**config.mk**
```make
export PLATFORM = sky130hd
export DESIGN_NAME = acumulador_seq
export DESIGN_NICKNAME = d
export VERILOG_FILES = /design/src/rtl/acc_pkg.sv /design/src/rtl/acc_seq_cnt.sv /design/src/rtl/acumulador_seq.sv
export SDC_FILE = /design/constraint.sdc
export NUM_CORES = 1
export LEC_CHECK = 0
export ABC_AREA = 1
export ABC_CLOCK_PERIOD_IN_PS = 1900
export BUFFER_PORTS_ARGS = -buffer_cell sky130_fd_sc_hd__clkbuf_2
export CORE_UTILIZATION = 50
export DETAILED_ROUTE_END_ITERATION = 10
export PLACE_DENSITY_LB_ADDON = 0.3
export SYNTH_ARGS = -nofsm -noshare
export SYNTH_HDL_FRONTEND = slang
export SYNTH_SLANG_ARGS = --single-unit
```
**constraint.sdc**
```tcl
create_clock -name clk -period 1.9 [get_ports clk]
set_input_delay 0 -clock clk [delete_from_list [all_inputs] [get_ports clk]]
set_output_delay 0 -clock clk [all_outputs]
set_load 0.05 [all_outputs]
```
**src/rtl/acc_pkg.sv**
```systemverilog
// Shared definitions for the accumulator sequencer: FSM state codes and default widths.
package acc_pkg;

   localparam int W_DEF  = 16;
   localparam int CW_DEF = 8;

   localparam logic [2:0] S_IDLE = 3'd0;
   localparam logic [2:0] S_CLR  = 3'd1;
   localparam logic [2:0] S_LOAD = 3'd2;
   localparam logic [2:0] S_ADD  = 3'd3;
   localparam logic [2:0] S_DONE = 3'd4;

endpackage

```
**src/rtl/acc_seq_cnt.sv**
```systemverilog
// Loadable down-counter holding the remaining number of additions.
module acc_seq_cnt #(
   parameter int CW = 8
) (
   input  logic          clk,
   input  logic          rst,
   input  logic          load,
   input  logic          dec,
   input  logic [CW-1:0] din,
   output logic [CW-1:0] q,
   output logic          zero
);

   always_ff @(posedge clk or posedge rst) begin
      if (rst)
         q <= '0;
      else if (load)
         q <= din;
      else if (dec && q != '0)
         q <= q - CW'(1);
   end

   assign zero = (q == '0);

endmodule

```
**src/rtl/acumulador_seq.sv**
```systemverilog
// Sequencer driving a negedge accumulator to form a*b by repeated addition,
// with a wide shadow sum used only to detect overflow of the 16-bit product.
module acumulador_seq
   import acc_pkg::*;
#(
   parameter int W  = W_DEF,
   parameter int CW = CW_DEF
) (
   input  logic          clk,
   input  logic          rst,
   input  logic          start,
   input  logic [W-1:0]  a,
   input  logic [CW-1:0] b,
   output logic          busy,
   output logic          done,
   output logic          ovf,
   output logic [W-1:0]  acc_in,
   output logic          acc_load,
   output logic          acc_clear_n,
   output logic          acc_transf
);

   logic [2:0]      state, state_nxt;
   logic [W-1:0]    a_r;
   logic [W+CW-1:0] shadow, shadow_sum;
   logic [CW-1:0]   cnt;
   logic            cnt_zero;
   logic            accept;

   assign accept     = (state == S_IDLE) && start;
   assign shadow_sum = shadow + {{CW{1'b0}}, a_r};

   acc_seq_cnt #(.CW(CW)) u_cnt (
      .clk  (clk),
      .rst  (rst),
      .load (accept),
      .dec  (state == S_ADD),
      .din  (b),
      .q    (cnt),
      .zero (cnt_zero)
   );

   always_comb begin
      state_nxt = state;
      case (state)
         S_IDLE:  if (start) state_nxt = S_CLR;
         S_CLR:   state_nxt = S_LOAD;
         S_LOAD:  state_nxt = cnt_zero ? S_DONE : S_ADD;
         S_ADD:   if (cnt == CW'(1)) state_nxt = S_DONE;
         S_DONE:  state_nxt = S_IDLE;
         default: state_nxt = S_IDLE;
      endcase
   end

   // Control outputs are registered from the next state so they are
   // already settled when the accumulator samples on the following negedge.
   always_ff @(posedge clk or posedge rst) begin
      if (rst) begin
         state       <= S_IDLE;
         a_r         <= '0;
         shadow      <= '0;
         busy        <= 1'b0;
         done        <= 1'b0;
         ovf         <= 1'b0;
         acc_in      <= '0;
         acc_load    <= 1'b0;
         acc_transf  <= 1'b0;
         acc_clear_n <= 1'b0;
      end else begin
         state       <= state_nxt;
         busy        <= (state_nxt != S_IDLE);
         done        <= (state_nxt == S_DONE);
         acc_load    <= (state_nxt == S_LOAD);
         acc_transf  <= (state_nxt == S_ADD);
         acc_clear_n <= (state_nxt != S_CLR);
         if (state_nxt == S_LOAD || state_nxt == S_ADD)
            acc_in <= a_r;
         if (accept) begin
            a_r    <= a;
            shadow <= '0;
            ovf    <= 1'b0;
         end
         if (state == S_ADD)
            shadow <= shadow_sum;
         // The final addition lands on the same edge that enters DONE.
         if (state_nxt == S_DONE)
            ovf <= (state == S_ADD) ? |shadow_sum[W+CW-1:W] : |shadow[W+CW-1:W];
      end
   end

endmodule
```
Yosys cells after proc, flatten, opt, wreduce, memory -nomap -nowiden
Cells that the tools add are included.
W data, S select, Z words.
{"block": "totals", "wordCells": 44, "inputBits": 27, "ff_bits": 73}
{"block": "op_classes", "eq_ne": 8, "n_reduce_logical": 12, "mux": 11, "n_addsub": 2}
{"operator": "$mux W24", "n": 2}
{"operator": "$add A24 B16 Y24", "n": 1}
{"operator": "$mux W8", "n": 2}
{"operator": "$reduce_or A8 Y1", "n": 2}
{"operator": "$eq A3 B2 Y1 const B", "n": 4}
{"operator": "$pmux W3 S4", "n": 1}
{"operator": "$mux W3", "n": 3}
{"operator": "$eq A8 B1 Y1 const B", "n": 1}
{"operator": "$logic_not A8 Y1", "n": 1}
{"operator": "$reduce_bool A8 Y1", "n": 1}
{"operator": "$sub A8 B1 Y8 const B", "n": 1}
{"operator": "$reduce_bool A2 Y1", "n": 3}
{"operator": "$eq A3 B1 Y1 const B", "n": 1}
{"operator": "$eq A3 B3 Y1 const B", "n": 1}
{"operator": "$logic_not A3 Y1", "n": 1}
{"operator": "$mux W1", "n": 3}
{"operator": "$ne A3 B1 Y1 const B", "n": 1}
{"operator": "$reduce_bool A3 Y1", "n": 1}
{"operator": "$logic_and A1 B1 Y1", "n": 2}
{"operator": "$logic_or A1 B1 Y1", "n": 1}

Logic depth before layout (Yosys ltp)
{"block": "depth", "word_depth": 5, "depth_mapped": 17, "depth_no_buf": 17}

Hierarchy
From an unflattened synthesis, not the netlist that was laid out.
{"block": "unflattened", "hier_cells": 642, "hier_area_um2": 4494.3}
{"mod": "acumulador_seq", "area_per_inst_um2": 3861.2, "instances": 1, "cells_each": 551}
{"mod": "acc_seq_cnt", "area_per_inst_um2": 633.1, "instances": 1, "cells_each": 91}

Worst setup path after synthesis
OpenSTA, ideal clock, no wires.
{"block": "synth_timing", "path_type": "reg2reg", "startpoint": "register a_r[0]", "endpoint": "register ovf", "path_slack_ps": -97, "arrival_ps": 1878, "stages_incl_launch_ff": 17, "required_time_ps": 1782, "path_cell_list": "dfrtp_1 > ha_1 > fa_1 > nand2_1 > nand2_1 > nand3_1 > nand2_1 > nand2_1 > nand2_1 > nand2_1 > nand2_1 > nand2_1 > nand2_1 > nor2_1 > nand2_1 > nand2_1 > nand2_1"}
{"block": "synth_between", "elab_chain_len": 4}
{"item": "start: declaration", "line_no": "acumulador_seq.sv:24", "rtl": "logic [W-1:0] a_r;"}
{"item": "start signal: assignment", "line_no": "acumulador_seq.sv:60", "rtl": "a_r <= '0;"}
{"item": "start signal: assignment", "line_no": "acumulador_seq.sv:79", "rtl": "a_r <= a;"}
{"item": "$add A24 B16 Y24", "line_no": "acumulador_seq.sv:31", "rtl": "assign shadow_sum = shadow + {{CW{1'b0}}, a_r};"}
{"item": "$reduce_or A8 Y1", "line_no": "acumulador_seq.sv:87", "rtl": "ovf <= (state == S_ADD) ? |shadow_sum[W+CW-1:W] : |shadow[W+CW-1:W];"}
{"item": "$mux W1", "line_no": "acumulador_seq.sv:87"}
{"item": "$mux W1", "line_no": "acumulador_seq.sv:86", "rtl": "if (state_nxt == S_DONE)"}
{"item": "end signal: assignment", "line_no": "acumulador_seq.sv:87"}
{"item": "end: declaration", "line_no": "acumulador_seq.sv:16", "rtl": "output logic ovf,"}
No other way between the ends.
A chain may end at the register's enable or synchronous reset.

Worst setup path after layout
Ends and elaborated chain as after synthesis.

==> results.tsv <==
stage	metric	value	unit
outcome	outcome	finished, violations left	
outcome	violations in the final reports	setup timing	
layout	final standard cell count with taps included and fillers excluded	856	
route	drt wl/cell	15.0	microns
setup_path	largest stage delay on the critical path	410	ps
synthesis	net count of the mapped netlist	661	
timing	Final setup viols	7	
timing	min Tclk post-route	2150	ps
pwr	static leakage	3.13	nW
route	residual antenna-violating net count after detailed routing	0	
placed_design	placed instance count	804	
placed_design	Worst Setup Slack post-DPL	-183	ps
setup_path	series of cell instances along the critical path	ha_2 > fa_2 > nand2_2 > nand2_2 > nand3_2 > nand2_2 > nand2_2 > nand2_2 > nand2_2 > nand2_2 > nand2_2 > nand2_2 > nor2_2 > nand2_1 > nand2_1 > nand2_1	
job	Maximum Capacitance Violations	0	
route	Total Wirelength	12900	microns
timing	worst hold slack	152	ps
pwr	peak supply drop	1.01	mV
setup_path	crit path kind	register to register	
die	CORE AREA	8340	sq um
route	via count	4584	
synthesis	share of the yosys chip area belonging to registers	0.418	
placed_design	final HPWL from detailed placement	8120	microns
cts	root buf cell	sky130_fd_sc_hd__clkbuf_8	
synthesis	number of synthesized register bits	73	
layout	Area Overhead vs Synth	36.9	%
timing	Final Hold Violating Endpoints	0	
setup_path	critical path capture point type	register	
timing	pins over their slew limit	0	
cts	H-tree depth	3	
cts	maximum clock path buffer count	2	
setup_path	required time worst endpoint	2170	ps
die	I/O Pins	49	
die	Die Area	9120	sq um
cts	count of clock tree sinks	73	
route	count of TritonRoute iterations in the first routing pass	5	
placed_design	Final Wtd Congestion	0.998	
setup_path	launching point of the worst reg2reg path	a_r[0]	
route	number of design rule violations left after detail routing	0	
setup_path	slowest library cell on the worst path	sky130_fd_sc_hd__dfrtp_1	
synthesis	asr flop ratio synth	1.00	
global_route	initial antenna violation count	0	
cts	Num CTS Buffers	9	
layout	share of cells above drive strength 1	0.274	
synthesis	Avg Synthesized Cell Area	7.11	sq um
timing	RSZ-0062 raised after global routing	yes	
timing	setup TNS after final layout	-714	ps
synthesis	number of warnings printed during yosys synthesis	0	
setup_path	endpoint of the worst-slack reg-to-reg timing path	ovf	
hold_path	path class of the lowest-slack min-delay path	input pin to register	
synthesis	count of unique library cells instantiated by Yosys	38	
hold_path	worst min-delay path startpoint	start	
timing	Clock Skew	13.3	ps
timing	Final WS setup	-246	ps
synthesis	Syn Inst Count	615	
synthesis	cell area after synthesis	4370	sq um
hold_path	number of cells traversed by the worst hold path	5	
global_route	Overall Global Routing Usage	0.292	
timing	share of the clock period used by the worst path after layout	1.13	
layout	fillers	595	
cts	TritonCTS clock tree	yes	
layout	layout net count	792	
global_route	wire length of the first global-routing pass	20100	microns
setup_path	Worst Reg-to-Reg Cells	16	
die	horizontal die dimension	95.5	microns
synthesis	Synth Flop Type	sky130_fd_sc_hd__dfrtp_1	
route	mean number of vias per cell	5.36	
setup_path	critical path data arrival time	2410	ps
placed_design	PortBufs	48	
route	initial detailed-routing violation count	396	
setup_path	largest fanout on the critical path	3	
die	initial core utilization	0.524	
timing	Achievable Freq	466	MHz
global_route	number of global-route vias before repair	4472	
layout	antenna cells	0	
pwr	overall power of the completed layout	11.9	mW
hold_path	hold endpoint	a_r[14]	
setup_path	critical path launch point type	register	
synthesis	EDFF count, synth	0	
cts	Clk Latency, worst-skew pair	370	ps
die	chip height	95.5	microns
cts	clock slew seen by the registers of the worst setup and hold paths	90	ps
setup_path	register-to-register path setup slack	-250	ps
timing	actual slew at the worst max-slew pin	399	ps
timing	worst slew margin relative to its limit	0.731	
pwr	power density over the cells	1990	nW/um^2
setup_path	cell occurring most often along the worst timing path	sky130_fd_sc_hd__nand2_2	
global_route	pin count of the biggest net entering global routing	74	
die	number of rows in the core area	33	
global_route	global route overflow	0	
## stage by stage
stage,utilization,instance area (sq um)
6_report,0.718,5980
5_1_grt,0.718,5980
4_1_cts,0.698,5830
3_5_place_dp,0.608,5070
3_3_place_gp,0.608,5070
2_1_floorplan,-,4380
## registers in the layout, summed over array words and instances, names as in the netlist
| register | count |
|---|---|
| shadow | 24 |
| a_r | 16 |
| acc_in | 16 |
| u_cnt.q | 8 |
| state | 3 |
| acc_clear_n | 1 |
| acc_load | 1 |
| acc_transf | 1 |
| busy | 1 |
| done | 1 |
| ovf | 1 |
## per-layer routing
metal,wire length (microns),global-route usage
met5,0,0
met4,411,0.112
met3,642,0.0518
met2,6660,0.533
met1,5160,0.337
## cells by family after synthesis
kind of cell,count (synthesis),share of synthesized area
adder cells (fa/ha/maj),19,0.0561
flip-flops,73,0.418
buffers and inverters,92,0.0853
XOR/XNOR,7,0.0140
AND/OR/NAND/NOR,364,0.343
AO/OA/AOI/OAI,60,0.0836
## cells in the mapped netlist (all sizes together), types with 3 or more instances
master | n | area share
a21oi | 9 | 0.010
inv | 78 | 0.068
nand4 | 6 | 0.0086
o21ai | 28 | 0.032
a32o | 3 | 0.0069
o22ai | 6 | 0.0086
nor2 | 49 | 0.046
o211ai | 5 | 0.0086
ha | 18 | 0.052
xnor2 | 5 | 0.010
nand2 | 255 | 0.22
nand3 | 40 | 0.046
dfrtp | 73 | 0.42
buf | 6 | 0.011
nor3 | 8 | 0.013
clkbuf | 8 | 0.0069
a31oi | 3 | 0.0043
## worst max-delay path, delay by kind of cell, from the launching register on
family	cells	cell delay [ps]
simple gates	14	1050
fa+ha+maj	2	570
flops	1	410
## placed cells by master, fill, tap and decap left out, types with 19 or more instances in the layout
master / n
sky130_fd_sc_hd__nand2_1: 227
sky130_fd_sc_hd__inv_1: 73
sky130_fd_sc_hd__dfrtp_1: 72
sky130_fd_sc_hd__buf_4: 58
sky130_fd_sc_hd__clkbuf_2: 48
sky130_fd_sc_hd__nor2_1: 36
sky130_fd_sc_hd__nand3_1: 33
sky130_fd_sc_hd__nand2_2: 27
sky130_fd_sc_hd__dlygate4sd3_1: 25
sky130_fd_sc_hd__o21ai_0: 19
## power by group
part,leakage [nW],internal [mW],total (mW),switching [mW]
registers,0.915,2.28,2.93,0.655
logic,2.11,3.10,7.65,4.55
clock network,0.104,0.634,1.35,0.711
## how the worst max path moves through the flow
| stage | from | end | depth (start not counted) |
|---|---|---|---|
| finish | a_r[0] | ovf | 16 |
| CTS | a_r[0] | ovf | 16 |
| floorplan | a_r[0] | ovf | 16 |
| detailed placement | a_r[13] | ovf | 14 |
| global route | a_r[0] | ovf | 16 |
| global placement | a_r[14] | ovf | 14 |
## timing repair
item	in CTS	in global routing
gates resized for setup	43	38
setup buffers	4	7
endpoints found under the hold margin	97	0
pin swaps	9	16
hold buffers	25	0
endpoints found under the setup margin	11	18
## area by class of cell
type,instances,area (sq um),area share
clock buffers,9,124,0.0207
clock inverters,7,86.3,0.0144
inverters,78,295,0.0493
multi-input cells,450,2540,0.425
flip-flops and latches,73,1830,0.305
well taps,105,131,0.0220
repair buffers,134,977,0.163
(Power assumes the default switching activity.)
